**config.mk**
```make
export PLATFORM = sky130hd
export DESIGN_NAME = multicycle_ctrl_flat
export DESIGN_NICKNAME = d
export VERILOG_FILES = /design/src/rtl/cpu_pkg.sv /design/src/rtl/multicycle_ctrl_if.sv /design/src/rtl/multicycle_ctrl_control.sv /design/src/rtl/multicycle_ctrl.sv /design/src/flat_wrapper.sv
export SDC_FILE = /design/constraint.sdc
export NUM_CORES = 1
export LEC_CHECK = 0
export ABC_AREA = 1
export CORE_ASPECT_RATIO = 1.5
export CORE_MARGIN = 5
export CORE_UTILIZATION = 40
export DETAILED_ROUTE_END_ITERATION = 16
export GPL_TIMING_DRIVEN = 1
export PLACE_DENSITY = 0.77
export SLEW_MARGIN = 10
export SYNTH_ARGS = -nofsm -noshare
export SYNTH_HDL_FRONTEND = slang
export SYNTH_HIERARCHICAL = 1
export SYNTH_SLANG_ARGS = --single-unit
```
**constraint.sdc**
```tcl
create_clock -name clk -period 1.97 [get_ports clk]
set_clock_uncertainty 0.1 [all_clocks]
set_input_delay 0.394 -clock clk [delete_from_list [all_inputs] [get_ports clk]]
set_output_delay 0.394 -clock clk [all_outputs]
set_load 0.01 [all_outputs]
```
**src/rtl/cpu_pkg.sv**
```systemverilog
// cpu_pkg: shared types for the LEGv8-subset multi-cycle core.
// Opcode/state enums, control bundle and field encodings.
package cpu_pkg;

  typedef enum logic [3:0] {
    OP_PC_INIT = 4'd0,
    OP_ADDI    = 4'd1,
    OP_ADDS    = 4'd2,
    OP_BLT     = 4'd3,
    OP_B       = 4'd4,
    OP_CBZ     = 4'd5,
    OP_LDUR    = 4'd6,
    OP_LSL     = 4'd7,
    OP_LSR     = 4'd8,
    OP_MUL     = 4'd9,
    OP_STUR    = 4'd10,
    OP_SUBS    = 4'd11
  } opcode_e;

  typedef enum logic [2:0] {
    S_RST,
    S_FETCH,
    S_DECODE,
    S_EXEC,
    S_MEM,
    S_MUL_WAIT,
    S_WB,
    S_HALT
  } state_e;

  localparam logic [2:0] ALU_PASS = 3'd0;
  localparam logic [2:0] ALU_ADD  = 3'd2;
  localparam logic [2:0] ALU_SUB  = 3'd3;

  localparam logic [1:0] MTR_ALU = 2'd0;
  localparam logic [1:0] MTR_MEM = 2'd1;
  localparam logic [1:0] MTR_MUL = 2'd2;
  localparam logic [1:0] MTR_SHF = 2'd3;

  typedef struct packed {
    logic       reg2loc;
    logic [1:0] alu_src;
    logic [2:0] alu_op;
    logic [1:0] mem_to_reg;
    logic       reg_write;
    logic       mem_write;
  } ctl_t;

  function automatic logic is_illegal(
    input logic [3:0] op
  );
    return op > 4'd11;
  endfunction

endpackage

```
**src/rtl/multicycle_ctrl_if.sv**
```systemverilog
// multicycle_ctrl_if: instruction/data memory handshakes.
// master = sequencer, slave = memory side.
interface multicycle_ctrl_if;
  logic imem_req;
  logic imem_ready;
  logic dmem_req;
  logic dmem_we;
  logic dmem_ready;

  modport master (
    output imem_req,
    output dmem_req,
    output dmem_we,
    input  imem_ready,
    input  dmem_ready
  );

  modport slave (
    input  imem_req,
    input  dmem_req,
    input  dmem_we,
    output imem_ready,
    output dmem_ready
  );
endinterface

```
**src/rtl/multicycle_ctrl_control.sv**
```systemverilog
// control: combinational static-field decoder.
// Pure function of the opcode; callers gate by state.
module control
  import cpu_pkg::*;
(
  input  logic [3:0] op,
  output ctl_t       ctl
);

  opcode_e op_e;
  assign op_e = opcode_e'(op);

  // decode static datapath fields from the opcode
  always_comb begin
    ctl = '0;
    ctl.reg2loc = !(op_e == OP_STUR
                 || op_e == OP_CBZ);
    ctl.alu_src = {op_e == OP_ADDI,
                   op_e == OP_LDUR
                   || op_e == OP_STUR};
    ctl.alu_op  = ALU_ADD;
    ctl.mem_to_reg = MTR_ALU;
    unique case (op_e)
      OP_SUBS: ctl.alu_op = ALU_SUB;
      OP_CBZ:  ctl.alu_op = ALU_PASS;
      default: ctl.alu_op = ALU_ADD;
    endcase
    unique case (op_e)
      OP_LDUR:        ctl.mem_to_reg = MTR_MEM;
      OP_MUL:         ctl.mem_to_reg = MTR_MUL;
      OP_LSL, OP_LSR: ctl.mem_to_reg = MTR_SHF;
      default:        ctl.mem_to_reg = MTR_ALU;
    endcase
    unique case (op_e)
      OP_ADDI, OP_ADDS, OP_SUBS,
      OP_LSL, OP_LSR, OP_MUL,
      OP_LDUR: ctl.reg_write = 1'b1;
      default: ctl.reg_write = 1'b0;
    endcase
    ctl.mem_write = (op_e == OP_STUR);
  end

endmodule

```
**src/rtl/multicycle_ctrl.sv**
```systemverilog
// multicycle_ctrl: FETCH/DECODE/EXEC/MEM/MUL_WAIT/WB sequencer.
// Owns memory handshakes, multiplier wait and datapath enables.
module multicycle_ctrl
  import cpu_pkg::*;
#(
  parameter int MUL_LAT = 4
) (
  input  logic               clk,
  input  logic               reset_n,
  input  logic [3:0]         opcode,
  input  logic               flag_z,
  input  logic               flag_lt,
  multicycle_ctrl_if.master  mem,
  output logic               ir_load,
  output logic               pc_write,
  output logic               pc_src,
  output logic               reg_write,
  output logic               reg2loc,
  output logic [1:0]         alu_src,
  output logic [2:0]         alu_op,
  output logic [1:0]         mem_to_reg,
  output logic               flag_write,
  output logic               mul_start,
  output logic               illegal
);

  localparam int CW = $clog2(MUL_LAT + 1);
  localparam logic [CW-1:0] CNT_LD =
    CW'(MUL_LAT - 1);

  state_e        state_q;
  state_e        state_d;
  logic [3:0]    op_q;
  logic [CW-1:0] cnt_q;
  logic          ill_q;
  opcode_e       op_e;
  ctl_t          ctl;
  logic          in_win;

  assign op_e    = opcode_e'(op_q);
  assign illegal = ill_q;
  assign in_win  = state_q inside {
    S_DECODE, S_EXEC, S_MEM,
    S_MUL_WAIT, S_WB};

  control u_control (
    .op  (op_q),
    .ctl (ctl)
  );

  // state, latched opcode, mul counter, sticky illegal
  always_ff @(posedge clk or negedge reset_n) begin
    if (!reset_n) begin
      state_q <= S_RST;
      op_q    <= '0;
      cnt_q   <= '0;
      ill_q   <= 1'b0;
    end else begin
      state_q <= state_d;
      if (state_q == S_DECODE) begin
        op_q <= opcode;
        if (is_illegal(opcode))
          ill_q <= 1'b1;
      end
      if (state_q == S_EXEC
          && op_e == OP_MUL)
        cnt_q <= CNT_LD;
      else if (state_q == S_MUL_WAIT
               && cnt_q != '0)
        cnt_q <= cnt_q - 1'b1;
    end
  end

  // next-state selection
  always_comb begin
    state_d = state_q;
    unique case (state_q)
      S_RST: state_d = S_FETCH;
      S_FETCH:
        if (mem.imem_ready)
          state_d = S_DECODE;
      S_DECODE:
        if (is_illegal(opcode))
          state_d = S_HALT;
        else if (opcode == OP_PC_INIT)
          state_d = S_FETCH;
        else
          state_d = S_EXEC;
      S_EXEC:
        unique case (op_e)
          OP_ADDI, OP_ADDS, OP_SUBS,
          OP_LSL, OP_LSR:
            state_d = S_WB;
          OP_LDUR, OP_STUR:
            state_d = S_MEM;
          OP_MUL:
            state_d = S_MUL_WAIT;
          default:
            state_d = S_FETCH;
        endcase
      S_MEM:
        if (mem.dmem_ready)
          state_d = (op_e == OP_LDUR)
                    ? S_WB : S_FETCH;
      S_MUL_WAIT:
        if (cnt_q == '0)
          state_d = S_WB;
      S_WB:   state_d = S_FETCH;
      S_HALT: state_d = S_HALT;
      default: state_d = S_RST;
    endcase
  end

  // per-state enables and static fields
  always_comb begin
    mem.imem_req = 1'b0;
    mem.dmem_req = 1'b0;
    mem.dmem_we  = 1'b0;
    ir_load      = 1'b0;
    pc_write     = 1'b0;
    pc_src       = 1'b0;
    reg_write    = 1'b0;
    flag_write   = 1'b0;
    mul_start    = 1'b0;
    reg2loc      = 1'b0;
    alu_src      = '0;
    alu_op       = '0;
    mem_to_reg   = '0;
    if (in_win) begin
      reg2loc    = ctl.reg2loc;
      alu_src    = ctl.alu_src;
      alu_op     = ctl.alu_op;
      mem_to_reg = ctl.mem_to_reg;
    end
    unique case (state_q)
      S_FETCH: begin
        mem.imem_req = 1'b1;
        ir_load      = mem.imem_ready;
        pc_write     = mem.imem_ready;
      end
      S_EXEC:
        unique case (op_e)
          OP_ADDS, OP_SUBS:
            flag_write = 1'b1;
          OP_B: begin
            pc_write = 1'b1;
            pc_src   = 1'b1;
          end
          OP_BLT: begin
            pc_write = flag_lt;
            pc_src   = 1'b1;
          end
          OP_CBZ: begin
            pc_write = flag_z;
            pc_src   = 1'b1;
          end
          OP_MUL:
            mul_start = 1'b1;
          default: ;
        endcase
      S_MEM: begin
        mem.dmem_req = 1'b1;
        mem.dmem_we  = ctl.mem_write;
      end
      S_WB:
        reg_write = ctl.reg_write;
      default: ;
    endcase
  end

endmodule

```
**src/flat_wrapper.sv**
```systemverilog
// flat-port wrapper written by rule: the top's interface ports become plain ports
module multicycle_ctrl_flat import cpu_pkg::*;
#(
  parameter int MUL_LAT = 4
)
  (clk, reset_n, opcode, flag_z, flag_lt, ir_load, pc_write, pc_src, reg_write, reg2loc, alu_src, alu_op, mem_to_reg, flag_write, mul_start, illegal, mem_imem_req, mem_dmem_req, mem_dmem_we, mem_imem_ready, mem_dmem_ready);
  multicycle_ctrl_if mem_i ();
  input  logic clk;
  input  logic reset_n;
  input  logic [3:0] opcode;
  input  logic flag_z;
  input  logic flag_lt;
  output logic ir_load;
  output logic pc_write;
  output logic pc_src;
  output logic reg_write;
  output logic reg2loc;
  output logic [1:0] alu_src;
  output logic [2:0] alu_op;
  output logic [1:0] mem_to_reg;
  output logic flag_write;
  output logic mul_start;
  output logic illegal;
  output wire logic [$bits(mem_i.imem_req)-1:0] mem_imem_req;
  output wire logic [$bits(mem_i.dmem_req)-1:0] mem_dmem_req;
  output wire logic [$bits(mem_i.dmem_we)-1:0] mem_dmem_we;
  input wire logic [$bits(mem_i.imem_ready)-1:0] mem_imem_ready;
  input wire logic [$bits(mem_i.dmem_ready)-1:0] mem_dmem_ready;
  assign mem_imem_req = mem_i.imem_req;
  assign mem_dmem_req = mem_i.dmem_req;
  assign mem_dmem_we = mem_i.dmem_we;
  assign mem_i.imem_ready = mem_imem_ready;
  assign mem_i.dmem_ready = mem_dmem_ready;
  multicycle_ctrl #(.MUL_LAT(MUL_LAT)) u_core (.clk(clk), .reset_n(reset_n), .opcode(opcode), .flag_z(flag_z), .flag_lt(flag_lt), .mem(mem_i), .ir_load(ir_load), .pc_write(pc_write), .pc_src(pc_src), .reg_write(reg_write), .reg2loc(reg2loc), .alu_src(alu_src), .alu_op(alu_op), .mem_to_reg(mem_to_reg), .flag_write(flag_write), .mul_start(mul_start), .illegal(illegal));
endmodule
```
== After elaboration in Yosys (flattened, before gate mapping) ==
Memory sizes are Yosys's and may differ from the RTL's.
Cells that the tools add are included.

* $add $sub $neg: 1
* Bitwise gates (word level): 0
* Multiplexer cells: 29
* Reduce and logical (&&, ||, !) cells: 18
* Order comparisons: 1
* Equality and inequality tests: 21
* Multipliers: 0
* Shift-type cells: 0
* Divide/modulo/power cells: 0

{| class="wikitable"
|+ Operators with widths
! operator !! count
|-
| 3-bit 2-to-1 mux || 7
|-
| 3-bit case mux with 7 select lines || 1
|-
| 4-bit by 3-bit equality test with 1-bit output, second input constant || 4
|-
| 4-bit equality test, second input constant || 4
|-
| 1-bit 2-to-1 mux || 13
|-
| 3-bit equality test, second input constant || 4
|-
| 4-bit by 2-bit equality test with 1-bit output, second input constant || 2
|-
| 2-bit 2-to-1 mux || 4
|-
| 7-bit OR reduction || 1
|-
| 3-bit by 2-bit equality test with 1-bit output, second input constant || 2
|-
| 3-bit logical NOT || 2
|-
| 2-bit != test, second input constant || 3
|-
| 2-bit case mux with 3 select lines || 1
|-
| 2-bit OR reduction || 3
|-
| 5-bit nonzero test || 1
|-
| 4-bit by 1-bit equality test with 1-bit output, second input constant || 1
|-
| 4-bit greater-than comparator, second input constant || 1
|-
| 4-bit logical NOT || 1
|-
| 2-bit case mux with 2 select lines || 1
|-
| 3-bit by 1-bit equality test with 1-bit output, second input constant || 1
|-
| 1-bit case mux with 3 select lines || 1
|-
| 3-bit AND reduction || 1
|-
| 3-bit nonzero test || 1
|-
| 3-bit OR reduction || 1
|-
| 7 further kinds || 9
|}

* Memories kept: 1
* Bits in latches: 0
* ROM bits: 48
* RAM bits: 0
* Output and inout bits: 18
* Flip-flop bits (word level): 11

{| class="wikitable"
|+ Memory list
! memory !! words !! bits a word !! rd ports !! clocked after Yosys merged registers in !! write ports !! line !! source
|-
| (name not given) || 16 || 3 || 1 || 0 || 0 || multicycle_ctrl.sv:90 || <nowiki>unique case (op_e)</nowiki>
|}

== Logic depth before layout (Yosys ltp) ==
Gate-level depths: netlist (run 1).

* Depth after elaboration: 4
* Mapped depth: 9

== Cells and area by module ==
The synthesis (run 1) kept the hierarchy.

{| class="wikitable"
|+ Modules (own cells, without submodules)
! module !! seq. area each (µm²) !! area each (µm²) !! instances !! cells each
|-
| multicycle_ctrl || 275.3 || 928.4 || 1 || 144
|-
| control || 0.0 || 132.6 || 1 || 32
|}

== Worst setup path after synthesis (run 1) ==
OpenSTA, ideal clock, no wires.

* Path type: reg2out
* Start: register u_core.state_q[2]
* End: output port pc_write
* Path slack: 299 ps
* Data required time: 1476 ps
* Stages on the path, launching flop included: 5
* Data arrival time: 1177 ps
* Buffers on the path: 1
* Cell sequence: dfrtp_1 > buf_6 > nor3_2 > inv_1 > o21ai_0

* Word-level cells in the longest chain between the ends: 2

{| class="wikitable"
|+ Ends and longest elaborated chain
! item !! line !! source
|-
| start: declaration || multicycle_ctrl.sv:31 || <nowiki>state_e state_q;</nowiki>
|-
| start signal: assignment || multicycle_ctrl.sv:59 || <nowiki>state_q <= state_d;</nowiki>
|-
| 3-bit by 2-bit equality test with 1-bit output / 3-bit by 1-bit equality test with 1-bit output (equally long branches) || multicycle_ctrl.sv:135 || <nowiki>unique case (state_q)</nowiki>
|-
| 1-bit case mux with 2 select lines (*) || multicycle_ctrl.sv:135 ||
|-
| end: declaration || flat_wrapper.sv:14 || <nowiki>output logic pc_write;</nowiki>
|}

Mark *: on every way between the ends. The rest lies on a longest branch, timed or not.

== Worst setup path after layout (run 1) ==
* Start: register u_core.op_q[1] (netlist: u_core/op_e[1])
* End: output port pc_write

* Word-level cells in the longest chain between the ends: 3

{| class="wikitable"
|+ Ends and longest elaborated chain
! item !! line !! source
|-
| start: declaration || multicycle_ctrl.sv:33 || <nowiki>logic [3:0] op_q;</nowiki>
|-
| start signal: assignment || multicycle_ctrl.sv:61 || <nowiki>op_q <= opcode;</nowiki>
|-
| 4-bit by 3-bit equality test with 1-bit output / 4-bit by 2-bit equality test with 1-bit output (equally long branches) || multicycle_ctrl.sv:142 || <nowiki>unique case (op_e)</nowiki>
|-
| 1-bit case mux with 3 select lines (*) || multicycle_ctrl.sv:142 ||
|-
| 1-bit case mux with 2 select lines (*) || multicycle_ctrl.sv:135 ||
|}

Marks and branches as above.

==> results of run 1 <==
## metal layers
| layer | up-vias | global-route usage, % | part of all wire [%] | wire length, um |
|---|---|---|---|---|
| met5 | - | 0 | 0 | 0 |
| met4 | 0 | 6.706 | 0.59 | 16 |
| met3 | 2 | 2.454 | 4.0 | 109 |
| met2 | 23 | 29.65 | 56 | 1523 |
| met1 | 523 | 16.33 | 40 | 1086 |
| li1 | 658 | - | - | - |
## cell families after synthesis
kind of cell	after synthesis	share of synthesized area (%)
adders and majority gates	6	7.075
buffers and inverters	43	16.27
AOI/OAI and AO/OA	17	8.727
other	1	0.3534
DFF	11	25.94
and+or+nand+nor	98	41.63
## cell usage after synthesis (2+ instances only)
cell      n
inv_1    37
nor3_1    2
inv_2     4
nand4_1   4
nand2_2   2
o21ai_0   8
nor2_1   25
nand2_1  47
nand3_1  11
nor2_2    3
ha_1      6
a21oi_1   5
dfrtp_1  11
nor2_4    2
## worst register-to-register path: cells and delay by family (launching register included)
family,cells,cell delay [ns]
buf+inv,2,0.33
fa+ha+maj,1,0.21
simple gates,6,0.41
flops,1,0.40
## power groups by stage
stage                     Clock, mW  Sequential, mW  Combinational (mW)
after floorplan                   0           0.445               0.927
after global placement            0           0.449                1.60
after detailed placement          0           0.454                1.63
after CTS                     0.226           0.466                1.71
after global routing          0.240           0.489                2.09
final                         0.219           0.474                1.85
## per-stage QoR
| stage | setup TNS [ns] | total power, mW | hold WS [ns] | utilization, % |
|---|---|---|---|---|
| 6_report | -0.005641 | 2.546 | 0.3730 | 64.36 |
| 5_1_grt | -0.2298 | 2.820 | 0.4113 | 64.36 |
| 4_1_cts | -0.01555 | 2.403 | 0.3784 | 62.64 |
| 3_5_place_dp | -1.023 | 2.079 | 0.3656 | 58.67 |
| 3_3_place_gp | -0.9202 | 2.053 | 0.3515 | 58.67 |
| 2_1_floorplan | 0 | 1.372 | -0.001591 | - |
## flip-flops by register name (all words and copies together), names as in the netlist
| register | count |
|---|---|
| u_core/illegal | 1 |
| u_core/cnt_q | 3 |
| u_core/op_e | 4 |
| u_core/state_q | 3 |
## timing repair
action,4_1_cts,5_1_grt
pin swaps,2,7
gates resized for setup,55,30
setup buffers,5,4
endpoints found under the setup margin,16,13
gates cloned,0,0
## worst max-delay path by stage
stage,from,end,cells past startpoint
final,u_core/op_e[1],pc_write,9
after global routing,u_core/op_e[1],pc_write,9
after CTS,u_core/op_e[1],pc_write,9
after detailed placement,flag_z,pc_write,6
after global placement,flag_z,pc_write,6
after floorplan,u_core/state_q[2],pc_write,4
## layout make-up
cell class	instances	area (um2)
Sequential cell	11	280.3
Inverter	41	161.4
Multi-Input combinational cell	122	694.4
Tap cell	37	46.29
Clock buffer	4	45.04
Fill cell	234	933.4
Timing Repair Buffer	60	457.9
==> flow_summary_export.csv, run 1 <==
group,metric,value,unit
drt,via_per_inst,4.385,
synth,synth.distinct_cells,23,
sta,hold_viol,0,
worst_hold_path,min_path_cells,2,
cells_and_area,diodes,0,
run,cap_violations,0,
clock_tree,cts_tree,"done",
drt,num_vias,1206,
pwr,power_density,1511,mW/mm2
pwr,switching_share,47.63,%
synth,synth_edf_count,0,
place,placed_cell_area,0.001536,mm2
critical_path,crit_path_frequent_cell,"nand2_1",
sta,fin_crit,1.976,ns
pwr,power_frac_clock,8.6,%
place,place.port_buffers,26,
cells_and_area,final_cells,275,
die,start_util,40.52,%
synth,synth_nets,192,
critical_path,path_cells,"buf_6 > ha_4 > inv_4 > nor3_4 > nand2_1 > nand3_1 > nand2_1 > o21ai_1 > buf_2",
pwr,leakage,0.9209,nW
sta,rsz0062_at_grt,"true",
critical_path,path_max_fanout,3,
place,dp_slack,-0.2459,ns
clock_tree,cts_buffers,3,
synth,yosys_warnings,6,
synth,synth-main-ff-cell,"dfrtp_1",
pwr,power.internal,1.333,mW
place,place_congestion,0.7963,
global_routing,antenna_found_initial,0,
clock_tree,clk_path_buf_depth,2,
critical_path,timing.rr.start,"u_core/op_e[1]",
critical_path,cp_top_family,"flip-flops",
die,core-area,0.002619,mm2
cells_and_area,drive_gt1_share,35.29,%
die,io_pins,28,
die,die_width,52.05,um
place,dp_cells,262,
synth,syn_inst,176,
pwr,seqPwrFrac,18.6,%
status,violations,"setup timing",
critical_path,cp.arrival,1.48,ns
sta,tightest_slew,0.4984,ns
clock_tree,ctsHoldBuffers,0,
pwr,p_comb_share,72.8,%
critical_path,slowest_stage,"dfrtp_1",
sta,setup_viol,1,
sta,max_freq,506.2,MHz
sta,relSlewSlack,66.67,%
drt,drcViolationCount,0,
sta,period_share,100.3,%
drt,drt-total-wl,2.735,mm
clock_tree,cts_sinks,11,
pwr,irDropWorstVdd,0.0009479,V
cells_and_area,layout_commonest_cell,"nand2_1",
die,dieArea,0.003804,mm2
die,rows,23,
synth,yosysTopAreaCellShare,25.94,%
cells_and_area,final_cell_mix,"nand2_1 (43), buf_4 (32), inv_1 (32)",
global_routing,grt_pass1_wl,4.671,mm
pwr,p_sw,1.213,mW
critical_path,crit_path_max_incr_delay,0.39,ns
clock_tree,cts_root_buf,"clkbuf_8",
global_routing,grt_max_degree,12,
drt,wl_per_cell,9.945,um
worst_hold_path,min_to,"u_core/illegal",
global_routing,track_usage,15.65,%
status,status,"complete, but fails checks",
critical_path,cp_num_buf_inv,3,
place,hpwlAfterDp,1.989,mm
sta,setup_ws,-0.005641,ns
cells_and_area,final_area,0.001685,mm2
synth,yosysSeqAreaShare,25.94,%
synth,synth_top_area_cell,"dfrtp_1",
clock_tree,h-tree-depth,1,
critical_path,end_kind,"output pin",
drt,dr.pass1.iters,2,
critical_path,rr_endpoint,"u_core/state_q[2]",
drt,drt_iter0_markers,16,
critical_path,path_class,"reg2out",
die,dieHeight,73.08,um
cells_and_area,layout.nets,255,
worst_hold_path,hp-start,"u_core/illegal",
critical_path,reg2reg_slack,0.41,ns
global_routing,grt_pass1_vias,1211,
synth,synth_area,0.001061,mm2
critical_path,cp-start-kind,"register",
cells_and_area,syn_to_final_growth,58.84,%
synth,synthTopCellsByArea,"dfrtp_1 (26%), nand2_1 (17%), inv_1 (13%)",
clock_tree,clk_pin_slew_worst_paths,0.05,ns
sta,slew_viol_final,0,
clock_tree,clock_latency,0.23,ns
drt,antenna_left,0,
critical_path,r2r_cells,9,
worst_hold_path,worstHoldPathType,"reg2reg",
synth,async_flop_share,100.0,%
synth,ys_ff_latch,11,
synth,syn_area_per_cell,6.029,um2
critical_path,critPathRequiredTime,1.48,ns
global_routing,gr-total-overflow,0,
Note: power is estimated with default switching activity, not from simulation.
==> run 2, diff against run 1 <==
--- a/config.mk
+++ b/config.mk
@@ -13,4 +13,5 @@
 export GPL_TIMING_DRIVEN = 1
 export PLACE_DENSITY = 0.77
+export REMOVE_ABC_BUFFERS = 1
 export SLEW_MARGIN = 10
 export SYNTH_ARGS = -nofsm -noshare
--- a/constraint.sdc
+++ b/constraint.sdc
@@ -3,3 +3,3 @@
 set_input_delay 0.394 -clock clk [delete_from_list [all_inputs] [get_ports clk]]
 set_output_delay 0.394 -clock clk [all_outputs]
-set_load 0.01 [all_outputs]
+set_load 0.005 [all_outputs]
==> flow_summary_export.csv, run 2 (synthesis results as in run 1) <==
group,metric,value,unit
drt,drcViolationCount,0,
pwr,totalPowerFinal,2.946,mW
critical_path,slowest_stage,"dfrtp_1",
run,cap_violations,0,
pwr,power.internal,1.591,mW
clock_tree,cts_root_buf,"clkbuf_8",
clock_tree,clk_path_buf_depth,2,
place,place.port_buffers,26,
sta,setup_viol,0,
clock_tree,h-tree-depth,1,
sta,slew_viol_final,0,
sta,setup_tns,0,ns
sta,setup_ws,0.002201,ns
pwr,seqPwrFrac,15.3,%
cells_and_area,drive_gt1_share,43.75,%
critical_path,critPathRequiredTime,1.48,ns
cells_and_area,syn_to_final_growth,76.65,%
global_routing,antenna_found_initial,0,
global_routing,grt_pass1_wl,5.720,mm
die,io_pins,28,
drt,drt-total-wl,3.299,mm
clock_tree,cts_tree,"done",
status,status,"finished clean",
sta,relSlewSlack,65.77,%
pwr,leakage,1.017,nW
pwr,p_sw,1.355,mW
critical_path,cp.arrival,1.47,ns
die,dieArea,0.003804,mm2
cells_and_area,diodes,0,
cells_and_area,final_cell_mix,"buf_4 (45), nand2_1 (43), inv_1 (31)",
die,dieHeight,73.08,um
drt,dr.pass1.iters,4,
pwr,p_comb_share,77.1,%
critical_path,path_max_fanout,3,
drt,drt_iter0_markers,26,
place,dp_cells,261,
clock_tree,cts_buffers,3,
critical_path,path_cells,"ha_2 > inv_2 > nor3_4 > nand2_1 > nand3_1 > nand2_1 > o21ai_1 > buf_2",
place,dp_slack,-0.2425,ns
clock_tree,clk_pin_slew_worst_paths,0.05,ns
global_routing,grt_pass1_vias,1379,
cells_and_area,layout_commonest_cell,"buf_4",
global_routing,track_usage,19.68,%
die,core-area,0.002619,mm2
cells_and_area,final_area,0.001874,mm2
critical_path,crit_path_max_incr_delay,0.40,ns
global_routing,gr-total-overflow,0,
place,place_congestion,0.8063,
critical_path,crit_path_frequent_cell,"nand2_1",
critical_path,end_kind,"output pin",
drt,num_vias,1357,
die,rows,23,
drt,wl_per_cell,11.26,um
cells_and_area,nFillCells,192,
sta,period_share,99.89,%
drt,via_per_inst,4.631,
sta,max_freq,508.2,MHz
pwr,power_frac_clock,7.6,%
global_routing,grt_max_degree,12,
cells_and_area,largest_reg_flops,4,
clock_tree,clock_latency,0.23,ns
cells_and_area,seqCellArea,280.3,um2
clock_tree,cts_sinks,11,
worst_hold_path,worstHoldPathType,"reg2reg",
pwr,power_density,1572,mW/mm2
cells_and_area,layout.nets,273,
sta,tightest_slew,0.5119,ns
cells_and_area,final_util,71.57,%
die,die_width,52.05,um
sta,whs,0.3683,ns
sta,hold_viol,0,
clock_tree,ctsHoldBuffers,0,
pwr,irDropWorstVdd,0.0009632,V
critical_path,path_class,"reg2out",
cells_and_area,multi_input_area,734.5,um2
pwr,switching_share,45.99,%
critical_path,cp-start-kind,"register",
cells_and_area,final_cells,293,
sta,rsz0062_at_grt,"true",
place,placed_cell_area,0.001529,mm2
drt,antenna_left,0,
place,hpwlAfterDp,2.016,mm
die,start_util,40.52,%
sta,fin_crit,1.968,ns
==> run 2: timing repair <==
| item | 4_1_cts | 5_1_grt |
|---|---|---|
| pin swaps | 5 | 18 |
| setup buffers | 22 | 9 |
| gates resized for setup | 69 | 40 |
| cloned | 0 | 0 |
| endpoints found under the setup margin | 16 | 17 |
==> run 2: path summary, 6_finish.rpt <==
kind,end,from,slack [ns],depth (start not counted)
hold / removal,u_core/illegal,u_core/illegal,0.37,2
setup reg to reg,u_core/cnt_q[2],u_core/op_e[0],0.08,11
min in group asynchronous,u_core/cnt_q[2],reset_n,0.40,1
max in group asynchronous,u_core/state_q[2],reset_n,1.00,1
hold reg to reg,u_core/illegal,u_core/illegal,0.37,2
setup / recovery,pc_write,u_core/op_e[1],0.002,8
==> run 2: routing by layer <==
layer	GRT usage (%)	vias up	part of all wire [%]
met4	9.038	0	2.6
met1	20.25	615	36
met2	37.62	33	57
li1	-	699	-
met5	0	-	0
met3	2.658	10	4.3
==> run 2: power groups by stage <==
stage	Sequential, mW	Combinational (mW)	Clock (mW)
2_1_floorplan	0.464	0.844	0
3_3_place_gp	0.452	1.54	0
3_5_place_dp	0.457	1.57	0
4_1_cts	0.434	1.98	0.229
5_1_grt	0.467	2.51	0.240
6_report	0.450	2.27	0.224
==> run 2: worst max-delay path: cells and delay by family, from the launching register on <==
family / cells / cell delay [ns]
AOI/OAI and AO/OA: 1 / 0.08
adders and majority gates: 1 / 0.21
buffers and inverters: 2 / 0.17
DFF: 1 / 0.40
and+or+nand+nor: 4 / 0.36
==> run 2: area by class of cell <==
cell class	instances	area share (%)
inverters	41	8.745
multi-input cells	122	39.19
clock buffers	4	2.403
well taps	37	2.470
repair buffers	78	32.24
flip-flops and latches	11	14.95
